$ cat src/rtl/bar_shift_pipe.sv
// bar_shift_pipe: pipelined, parametrised barrel shifter (LSL, LSR, ASR, ROR).
//
// Structure
//   - A log shifter. Stage j shifts by 2**j when in_sh[j] is set.
//   - Stages are grouped REG_EVERY at a time between NSTG register ranks.
//     The last rank drives out_*.
//   - Ranks are bubble-collapsing. A rank loads when it is empty, or when its
//     content moves on in the same cycle.
//   - in_ready depends only on out_ready and the rank valid bits.
//
// Datapath tricks
//   - Every mode runs as a right shift. LSL bit-reverses the operand on entry
//     and bit-reverses the result in the last rank. This keeps one shifter
//     for all four modes.
//   - An amount n >= WIDTH (in_sh[SW] set) is resolved on entry for
//     LSL/LSR/ASR. The operand becomes its fill pattern and no stage shifts
//     afterwards. ROR ignores in_sh[SW] because it rotates by n mod WIDTH.
//
// Optional feature
//   - Define BAR_SHIFT_CARRY_EN to add out_carry.
//   - out_carry is the last bit shifted out, registered together with
//     out_data.
module bar_shift_pipe #(
    parameter int WIDTH     = 16,
    parameter int REG_EVERY = 2
) (
    input  logic                   clk,
    input  logic                   rst,
    input  logic                   in_valid,
    output logic                   in_ready,
    input  logic [WIDTH-1:0]       in_data,
    input  logic [$clog2(WIDTH):0] in_sh,
    input  logic [1:0]             in_op,
    output logic                   out_valid,
    input  logic                   out_ready,
    output logic [WIDTH-1:0]       out_data,
    output logic                   out_zero
`ifdef BAR_SHIFT_CARRY_EN
    ,
    output logic                   out_carry
`endif
);

    // Derived sizes; not overridable.
    localparam int SW   = $clog2(WIDTH);
    localparam int NSTG = (SW + REG_EVERY - 1) / REG_EVERY;

    typedef enum logic [1:0] {
        OP_LSL = 2'b00,
        OP_LSR = 2'b01,
        OP_ASR = 2'b10,
        OP_ROR = 2'b11
    } op_e;

    // Contents of one pipeline rank, apart from its valid bit.
    typedef struct packed {
        op_e             op;
        logic [SW-1:0]   sh;     // in-range shift bits; each rank consumes its own slice
        logic            sign;   // original in_data MSB, used as the ASR fill
`ifdef BAR_SHIFT_CARRY_EN
        logic            carry;  // last bit shifted out so far
`endif
        logic [WIDTH-1:0] data;  // partial result (bit-reversed while op is LSL)
    } slot_t;

    // ------------------------------------------------------------------
    // Helper functions
    // ------------------------------------------------------------------

    // Bit reversal. Lets LSL reuse the right-shift datapath.
    function automatic logic [WIDTH-1:0] bit_rev(input logic [WIDTH-1:0] d);
        logic [WIDTH-1:0] r;
        for (int i = 0; i < WIDTH; i++) begin
            r[i] = d[WIDTH-1-i];
        end
        return r;
    endfunction

    // One past the highest in_sh bit that rank k handles.
    function automatic int stage_hi(input int k);
        return ((k + 1) * REG_EVERY > SW) ? SW : (k + 1) * REG_EVERY;
    endfunction

    // Apply the log-shifter stages [lo, hi) to one rank's contents.
    function automatic slot_t do_stage(input slot_t s, input int lo, input int hi);
        slot_t            r;
        int               amt;
        logic [WIDTH-1:0] low;
        logic [WIDTH-1:0] fill;
        r = s;
        for (int j = 0; j < SW; j++) begin
            if (j >= lo && j < hi && r.sh[j]) begin
                amt = 1 << j;
                // The bits about to leave the bottom, moved to the top.
                // ROR uses them as its fill; the MSB is the last bit out.
                low = r.data << (WIDTH - amt);
                if (r.op == OP_ROR) begin
                    fill = low;
                end else if (r.op == OP_ASR && r.sign) begin
                    fill = ~({WIDTH{1'b1}} >> amt);
                end else begin
                    fill = '0;
                end
`ifdef BAR_SHIFT_CARRY_EN
                r.carry = low[WIDTH-1];
`endif
                r.data = (r.data >> amt) | fill;
            end
        end
        return r;
    endfunction

    // ------------------------------------------------------------------
    // State and combinational nets
    // ------------------------------------------------------------------
    logic [NSTG-1:0] vld;           // rank valid bits
    slot_t           rank_q [NSTG]; // rank contents
    logic            zero_q;        // out_zero, registered with the last rank

    logic [NSTG-1:0] take;          // rank k loads this cycle
    logic [NSTG-1:0] src_vld;       // valid bit offered to rank k
    slot_t           pre;           // operand after entry conditioning
    slot_t           src    [NSTG]; // contents offered to rank k, before its stages
    slot_t           nxt    [NSTG]; // contents offered to rank k, after its stages

    // Load-enable chain. Rank k can load when out_ready is high or when any
    // rank from k to the last is empty, because every rank below the hole
    // moves up one place.
    always_comb begin
        // NOTE: every variable in a combinational block gets a value on every
        // path, here from the accumulator seed, so no latch is inferred.
        logic acc;
        acc = out_ready;
        for (int k = NSTG - 1; k >= 0; k--) begin
            acc     = acc | ~vld[k];
            take[k] = acc;
        end
    end

    assign in_ready = take[0];

    // Entry conditioning: mode decode, LSL reversal, and resolving n >= WIDTH.
    always_comb begin
        pre.op   = op_e'(in_op);
        pre.sh   = in_sh[SW-1:0];
        pre.sign = in_data[WIDTH-1];
        pre.data = (op_e'(in_op) == OP_LSL) ? bit_rev(in_data) : in_data;
`ifdef BAR_SHIFT_CARRY_EN
        pre.carry = 1'b0;
`endif
        if (in_sh[SW]) begin
            if (op_e'(in_op) != OP_ROR) begin
`ifdef BAR_SHIFT_CARRY_EN
                // n == WIDTH: the last bit out is the far end of the operand.
                // This is in_data[0] for LSL (reversed MSB) and in_data[MSB]
                // for LSR/ASR. Beyond WIDTH only fill bits leave.
                if (in_sh[SW-1:0] == '0) begin
                    pre.carry = pre.data[WIDTH-1];
                end else begin
                    pre.carry = (op_e'(in_op) == OP_ASR) && in_data[WIDTH-1];
                end
`endif
                pre.data = ((op_e'(in_op) == OP_ASR) && in_data[WIDTH-1]) ? '1 : '0;
                pre.sh   = '0;
            end else begin
`ifdef BAR_SHIFT_CARRY_EN
                // ROR by exactly WIDTH: the data is unchanged, and the carry is
                // the result MSB.
                if (in_sh[SW-1:0] == '0) begin
                    pre.carry = in_data[WIDTH-1];
                end
`endif
            end
        end
    end

    // Per-rank source selection and stage logic. The last rank also undoes
    // the LSL reversal.
    always_comb begin
        src_vld[0] = in_valid;
        src[0]     = pre;
        for (int k = 1; k < NSTG; k++) begin
            src_vld[k] = vld[k-1];
            src[k]     = rank_q[k-1];
        end
        for (int k = 0; k < NSTG; k++) begin
            nxt[k] = do_stage(src[k], k * REG_EVERY, stage_hi(k));
            if (k == NSTG - 1 && nxt[k].op == OP_LSL) begin
                nxt[k].data = bit_rev(nxt[k].data);
            end
        end
    end

    // Rank registers. Contents change only when a valid operation arrives,
    // so a stalled or drained output keeps its last value.
    always_ff @(posedge clk) begin
        if (rst) begin
            // NOTE: the datapath ranks are reset as well as the valid bits,
            // because out_data, out_zero and the carry must read 0 after reset.
            vld    <= '0;
            zero_q <= 1'b0;
            for (int k = 0; k < NSTG; k++) begin
                rank_q[k] <= '0;
            end
        end else begin
            // NOTE: non-blocking assignments make every rank sample the state
            // its neighbour held before this edge. This is what lets the whole
            // pipeline advance in one cycle.
            for (int k = 0; k < NSTG; k++) begin
                if (take[k]) begin
                    vld[k] <= src_vld[k];
                    if (src_vld[k]) begin
                        rank_q[k] <= nxt[k];
                    end
                end
            end
            if (take[NSTG-1] && src_vld[NSTG-1]) begin
                zero_q <= (nxt[NSTG-1].data == '0);
            end
        end
    end

    assign out_valid = vld[NSTG-1];
    assign out_data  = rank_q[NSTG-1].data;
    assign out_zero  = zero_q;
`ifdef BAR_SHIFT_CARRY_EN
    assign out_carry = rank_q[NSTG-1].carry;
`endif

endmodule
$ cat config.mk
export PLATFORM = sky130hd
export DESIGN_NAME = bar_shift_pipe
export DESIGN_NICKNAME = d
export VERILOG_FILES = /design/src/rtl/bar_shift_pipe.sv
export SDC_FILE = /design/constraint.sdc
export NUM_CORES = 1
export LEC_CHECK = 0
export ABC_AREA = 0
export BUFFER_PORTS_ARGS = -buffer_cell sky130_fd_sc_hd__buf_2
export CAP_MARGIN = 40
export CORE_MARGIN = 2
export CORE_UTILIZATION = 35
export DETAILED_ROUTE_END_ITERATION = 7
export RECOVER_POWER = 25
export SETUP_SLACK_MARGIN = 0.02
export SYNTH_ARGS = -nofsm -noshare
export SYNTH_HDL_FRONTEND = slang
export SYNTH_SLANG_ARGS = --single-unit
$ cat constraint.sdc
create_clock -name clk -period 2.7 [get_ports clk]
set_clock_uncertainty 0.2 [all_clocks]
set_input_delay 0.405 -clock clk [delete_from_list [all_inputs] [get_ports clk]]
set_output_delay 0.405 -clock clk [all_outputs]
set_load 0.005 [all_outputs]
==> metrics.md, run 1 <==
| Metric | Value |
|---|---|
| Worst hold path type | `in2reg` |
| Met2 Track Usage GR | `26.35%` |
| Synth unique cells | `slightly below 60` |
| Multi-input logic area | `1715 um2` |
| Yosys reg bits | `40` |
| CTS clk-pin slew, worst paths | `0.07 ns` |
| Net switching fraction of the power | `31.02%` |
| CP endpoint kind | `flop` |
| Async SR Flop Fraction | `0%` |
| Worst relative slew slack | `39.82%` |
| RSZ-0062 raised after global routing | `false` |
| CTS Sinks | `40` |
| Internal | `1.123 mW` |
| # fillers | `886` |
| Initial Util | `36.54%` |
| Yosys warning count | `0` |
| # setup viols final | `0` |
| # nets final | `just over 400` |
| CP delay by family, top | `simple AND/OR/NAND/NOR gates` |
| Final ANT Viol Nets | `0` |
| Top_reg_cell synth | `edfxtp_1` |
| Initial antenna violation count | `0` |
| Full die area | `between 9000 and 10000 um2` |
| Ratio of final minimum period to clock period | `between 80% and 90%` |
| Max VDD drop | `about 0.20 mV` |
| Comb pwr share | `28.5%` |
| Hold Fails Final Rpt | `0` |
| Reg power frac | `between 40% and 50%` |
| I/O pin total | `46` |
| Sequential cell area fraction in the yosys report | `36.39%` |
| Hold_buf cts | `0` |
| DRT Wirelength | `roughly 7.4 mm` |
| GR peak layer | `met2` |
| Layout cells sized above 1 | `21.96%` |
| Reg area | `1171 um2` |
| Netlist Area Pre-Place | `3218 um2` |
| Gr usage total | `15.13%` |
| Post-CTS Setup Repair Bufs | `0` |
| Final Hold Slack | `0.1577 ns` |
| Mapped Nets | `378` |
| Setup TNS | `0 ns` |
| Crit start category | `primary input` |
| Port bufs | `between 40 and 50` |
| Vias in the first global route | `2498` |
| H-tree depth | `2` |
| CP peak stage delay | `slightly below 0.7 ns` |
| Crit path max fanout | `15` |
| Slew @ Worst Pin | `around 0.90 ns` |
| CP cell instances | `buf_2, a21boi_1, nor2_1, nor3_1, or3_1, a21oi_1` |
| Clock period minus worst slack | `between 2 and 2.5 ns` |
| First-pass GRT wire length | `approximately 12 mm` |
| Vias/cell | `5.504` |
| Status | `finished clean` |
| GR Util met3 | `about 3.2%` |
| Synthesis-to-finish area growth | `8.670%` |
| HPWL after detailed placement | `5.660 mm` |
| TritonCTS Buffers | `5` |
| Final core occ | `39.71%` |
| Worst-path cell with the longest stage delay | `nor2_1` |
| Root Buffer | `clkbuf_8` |
| Sw Pwr | `0.5050 mW` |
| Antenna cells | `0` |
| Vias | `between 2000 and 3000` |
| Final GP Congestion | `0.8280` |
| CTS max path bufs | `2` |
| Die height | `around 100 um` |
| Syn Inst Count | `approximately 350` |
| Stages on the worst setup path | `6` |
| DRT Pass-1 Iters | `5` |
| DRC Markers | `0` |
| Drt initial violations | `178` |
| Clk pwr share | `23.7%` |
| Post-cts sizing count | `0` |
| Total gr overflow | `0` |
| Crit path arrival time | `roughly 2.2 ns` |
| Post-synthesis area per instance | `9.168 um2` |
| Met1 usage | `18.73%` |
| Row Count | `34` |
| Die width | `99.89 um` |
| Total of max-cap violations | `0` |
| Slew Viols, Final | `0` |
| Largest net degree at the start of global routing | `26` |
| Core area | `8806 um2` |
| Req. time, crit path | `2.62 ns` |
| Worst Setup Path Type | `in2reg` |
| Worst skew pair latency | `0.29 ns` |
| TritonCTS clock tree | `yes` |
| R2R depth | `5` |
| Routed len/inst | `between 15 and 20 um` |
| Hold Path Depth | `3` |
| Post-synth EDFFs | `37` |
| Buf/Inv on CP | `1` |
| Lkg Pwr | `1.324 nW` |
| F_max | `447.9 MHz` |
| Power density over the cells | `465.6 nW/um2` |
[worst min-delay path: stages]
cell	delay [ns]
buf_2	0.10
nor2_1	0.04
nor2_1	0.06
[kinds of logic (layout without fill, tap and decap cells)]
| group | Yosys count | in the layout | share of synthesized area (%) |
|---|---|---|---|
| and+or+nand+nor | 125 | 125 | 20.30 |
| AOI/OAI and AO/OA | 104 | 104 | 21.19 |
| buffers and inverters | 52 | 79 | 10.30 |
| DFF | 40 | 40 | 36.39 |
| muxes | 30 | 30 | 11.82 |
[power groups by stage]
stage	clock [mW]	sequential [mW]	combinational [mW]
after floorplan	0	0.774	0.376
after global placement	0	0.791	0.456
after detailed placement	0	0.793	0.461
after CTS	0.397	0.779	0.464
after global routing	0.424	0.785	0.516
final	0.386	0.779	0.464
[layer usage]
metal  part of all wire [%]  wire [um]
met5                      0          0
met4                    2.6        188
met1                     44       3220
met3                    4.5        334
met2                     49       3618
[final timing paths]
path / startpoint / to / slack (ns)
hold / removal: in_valid / vld[0]$_SDFFE_PP0N_ / 0.16
setup / recovery: in_op[0] / rank_q[0][9]$_SDFFCE_PN0P_ / 0.47
setup reg to reg: rank_q[0][21]$_SDFFCE_PN0P_ / out_zero$_SDFFE_PP0P_ / 0.48
hold reg to reg: out_zero$_SDFFE_PP0P_ / out_zero$_SDFFE_PP0P_ / 0.27
[cell type report]
| class | count | area share [%] |
|---|---|---|
| clock buffer | 6 | 2.075 |
| multi-input combinational | 259 | 49.05 |
| timing repair buffer | 62 | 10.23 |
| sequential | 40 | 33.49 |
| inverter | 9 | 0.9660 |
| tap | 108 | 3.864 |
| clock inverter | 2 | 0.3220 |
[cells in the final DEF, fill, tap and decap left out, drive strengths merged, types with 4 or more instances in the layout]
cell type and instances:
a21oi 35, o22ai 6, mux2i 20, o21a 7, nor2b 4, mux4 5, a2111oi 4, o211ai 5
nor2 24, nand2 36, or3b 10, or3 7, buf 58, clkbuf 10, a211o 5, inv 9
nor3 21, mux2 5, edfxtp 37, and2 8, o21ai 20
[flip-flops by register name, summed over array words and instances (netlist names)]
| register | flops |
|---|---|
| rank_q | 37 |
| out_zero | 1 |
| vld | 2 |
[cells in the mapped netlist (2+ instances only)]
cell type | n | area (um2)
a2111oi_0 | 3 | 26.28
a211o_1 | 5 | 43.79
a211oi_1 | 3 | 22.52
a21o_1 | 2 | 15.01
a21oi_1 | 32 | 160.2
a21oi_2 | 3 | 26.28
a2bb2oi_1 | 2 | 17.52
and2_1 | 7 | 43.79
and3_1 | 3 | 18.77
buf_2 | 6 | 30.03
buf_4 | 19 | 142.6
buf_6 | 4 | 45.04
clkbuf_1 | 11 | 41.29
dfxtp_1 | 3 | 60.06
edfxtp_1 | 37 | 1111
inv_1 | 9 | 33.78
mux2_2 | 4 | 45.04
mux2i_1 | 20 | 200.2
mux4_1 | 2 | 52.55
mux4_2 | 3 | 67.56
nand2_1 | 36 | 135.1
nand3_1 | 2 | 10.01
nor2_1 | 24 | 90.09
nor2b_1 | 2 | 12.51
nor3_1 | 21 | 105.1
nor3b_1 | 2 | 15.01
nor4_1 | 3 | 18.77
o211ai_1 | 5 | 37.54
o21a_1 | 7 | 52.55
o21ai_0 | 20 | 100.1
o22a_1 | 3 | 26.28
o22ai_1 | 6 | 37.54
o311ai_0 | 2 | 17.52
or3_1 | 7 | 43.79
or3b_1 | 9 | 78.83
[through the flow]
stage	setup WS, ns	power, mW	instance area (um2)	std cells
after global placement	0.2589	1.247	3413	477
after CTS	0.4976	1.639	3502	486
after floorplan	0.6254	1.150	3218	351
after global routing	0.3357	1.724	3497	486
after detailed placement	0.1895	1.254	3418	478
final	0.4674	1.628	3497	486
Power figures use the tool's default switching activity.
==> run 2: changes to the inputs <==
==> constraint.sdc (replaced) <==
create_clock -name clk -period 2.3 [get_ports clk]
set_clock_uncertainty 0.2 [all_clocks]
set_input_delay 0.345 -clock clk [delete_from_list [all_inputs] [get_ports clk]]
set_output_delay 0.345 -clock clk [all_outputs]
set_load 0.005 [all_outputs]
==> run 2 against run 1 <==
- routed wire length shrank 2.7%
- sequential cell count unchanged
- global-route usage down 0.16 points
- clock power increased by 47%
- sequential power rose by 17%
- first-iteration DRC count shrank 28%
==> metrics.md, run 2 (synthesized netlist as in run 1, its figures left out) <==
| Metric | Value |
|---|---|
| Worst-path cell with the longest stage delay | `mux4_2` |
| Core area | `8806 um2` |
| Lkg Pwr | `roughly 1.4 nW` |
| Crit path arrival time | `2.16 ns` |
| Post-route cell area | `approximately 3600 um2` |
| F_max | `~470 MHz` |
| Crit path max fanout | `23` |
| Vias/cell | `5.383` |
| Buf/Inv on CP | `1` |
| Port bufs | `45` |
| Row Count | `34` |
| Antenna cells | `0` |
| CP endpoint kind | `flop` |
| First-pass GRT wire length | `12.12 mm` |
| TritonCTS clock tree | `yes` |
| Post-CTS Setup Repair Bufs | `0` |
| Req. time, crit path | `2.34 ns` |
| Commonest cells after routing, fill and taps aside | `buf_2 (39), edfxtp_1 (37), nand2_1 (36)` |
| Largest register FFs | `37` |
| Worst Setup Path Type | `reg2reg` |
| Initial Util | `36.54%` |
| Largest net degree at the start of global routing | `24` |
| Final GP Congestion | `0.8457` |
| Vias in the first global route | `between 2000 and 3000` |
| Vias | `2643` |
| HPWL after detailed placement | `5.605 mm` |
| Slew Viols, Final | `0` |
| DRT Pass-1 Iters | `4` |
| Clock period minus worst slack | `between 2 and 2.5 ns` |
| CP delay by family, top | `multiplexers` |
| Synthesis-to-finish area growth | `10.85%` |
| I/O pin total | `46` |
| Commonest non-fill, non-tap cell in the layout | `buf_2` |
| Final ANT Viol Nets | `0` |
| TritonCTS Buffers | `5` |
| Initial antenna violation count | `0` |
| Die width | `99.89 um` |
| Max VDD drop | `0.2372 mV` |
| Layout cells sized above 1 | `between 20 and 25%` |
| Power density over the cells | `569.4 nW/um2` |
| # fillers | `893` |
| Setup TNS | `0 ns` |
| Multi-input logic area | `1715 um2` |
| Status | `finished clean` |
| Crit start category | `flop` |
| Root Buffer | `clkbuf_8` |
| Drt initial violations | `129` |
| CP cell instances | `buf_12, mux4_2, a2111oi_2, and4_1, a32o_2` |
| DRT Wirelength | `7.161 mm` |
| Total gr overflow | `0` |
| CTS max path bufs | `2` |
| CTS clk-pin slew, worst paths | `approximately 0.08 ns` |
| # setup viols final | `0` |
| Ratio of final minimum period to clock period | `92.03%` |
| Post-cts sizing count | `0` |
| Worst skew pair latency | `0.29 ns` |
| Slew @ Worst Pin | `0.8226 ns` |
| Final Hold Slack | `0.09489 ns` |
| Worst hold path type | `in2reg` |
| # nets final | `409` |
| DRC Markers | `0` |
| Worst relative slew slack | `44.96%` |
| Routed len/inst | `around 15 um` |
| Gr usage total | `14.97%` |
| H-tree depth | `2` |
| Total of max-cap violations | `0` |
| RSZ-0062 raised after global routing | `false` |
| Hold Fails Final Rpt | `0` |
| Most flops, register | `rank_q` |
| Die height | `99.89 um` |
| Hold_buf cts | `0` |
| CTS Sinks | `40` |
| CP peak stage delay | `0.58 ns` |
| Reg area | `1171 um2` |
| Dpl cell area | `3468 um2` |
| Full die area | `9978 um2` |
[run 2: stage by stage]
step	util [%]	power (mW)	instances	setup slack (ns)
2_1_floorplan	-	1.350	351	0.2854
3_3_place_gp	39.33	1.470	482	0.002542
3_5_place_dp	39.39	1.480	483	-0.02240
4_1_cts	40.61	2.045	491	0.1758
5_1_grt	40.51	2.143	491	0.04218
6_report	40.51	2.031	491	0.1834
[run 2: report_power, final]
part           internal [mW]  switching, mW  total [mW]
Clock                  0.322          0.245       0.567
Sequential             0.870         0.0425       0.913
Combinational          0.245          0.307       0.552
Total                   1.44          0.594        2.03
[run 2: area by class of cell]
| type | count | area share (%) |
|---|---|---|
| clock buffer | 6 | 2.034 |
| clock inverter | 2 | 0.9821 |
| inverter | 9 | 0.9470 |
| multi-input combinational | 259 | 48.09 |
| sequential | 40 | 32.83 |
| tap | 108 | 3.788 |
| timing repair buffer | 67 | 11.33 |
[run 2: per-layer routing]
layer | vias up | share of wire (%) | track usage [%]
met3 | 11 | 3.7 | 2.925
met2 | 62 | 50 | 26.30
met5 | - | 0 | 0
li1 | 1355 | - | -
met4 | 0 | 1.7 | 4.531
met1 | 1215 | 45 | 18.63
[run 2: tightest hold or removal path: cells and delay by family]
family | cells | cell delay [ns]
buf+inv | 1 | 0.10
simple gates | 2 | 0.11
[run 2: worst paths after layout]
check,slack [ns],end,from,cells after the start
worst min-delay path,0.09,vld[0]$_SDFFE_PP0N_,in_valid,3
worst min register to register,0.28,out_zero$_SDFFE_PP0P_,out_zero$_SDFFE_PP0P_,1
worst max register to register,0.18,out_zero$_SDFFE_PP0P_,rank_q[0][19]$_SDFFCE_PN0P_,5
worst max-delay path,0.18,out_zero$_SDFFE_PP0P_,rank_q[0][19]$_SDFFCE_PN0P_,5
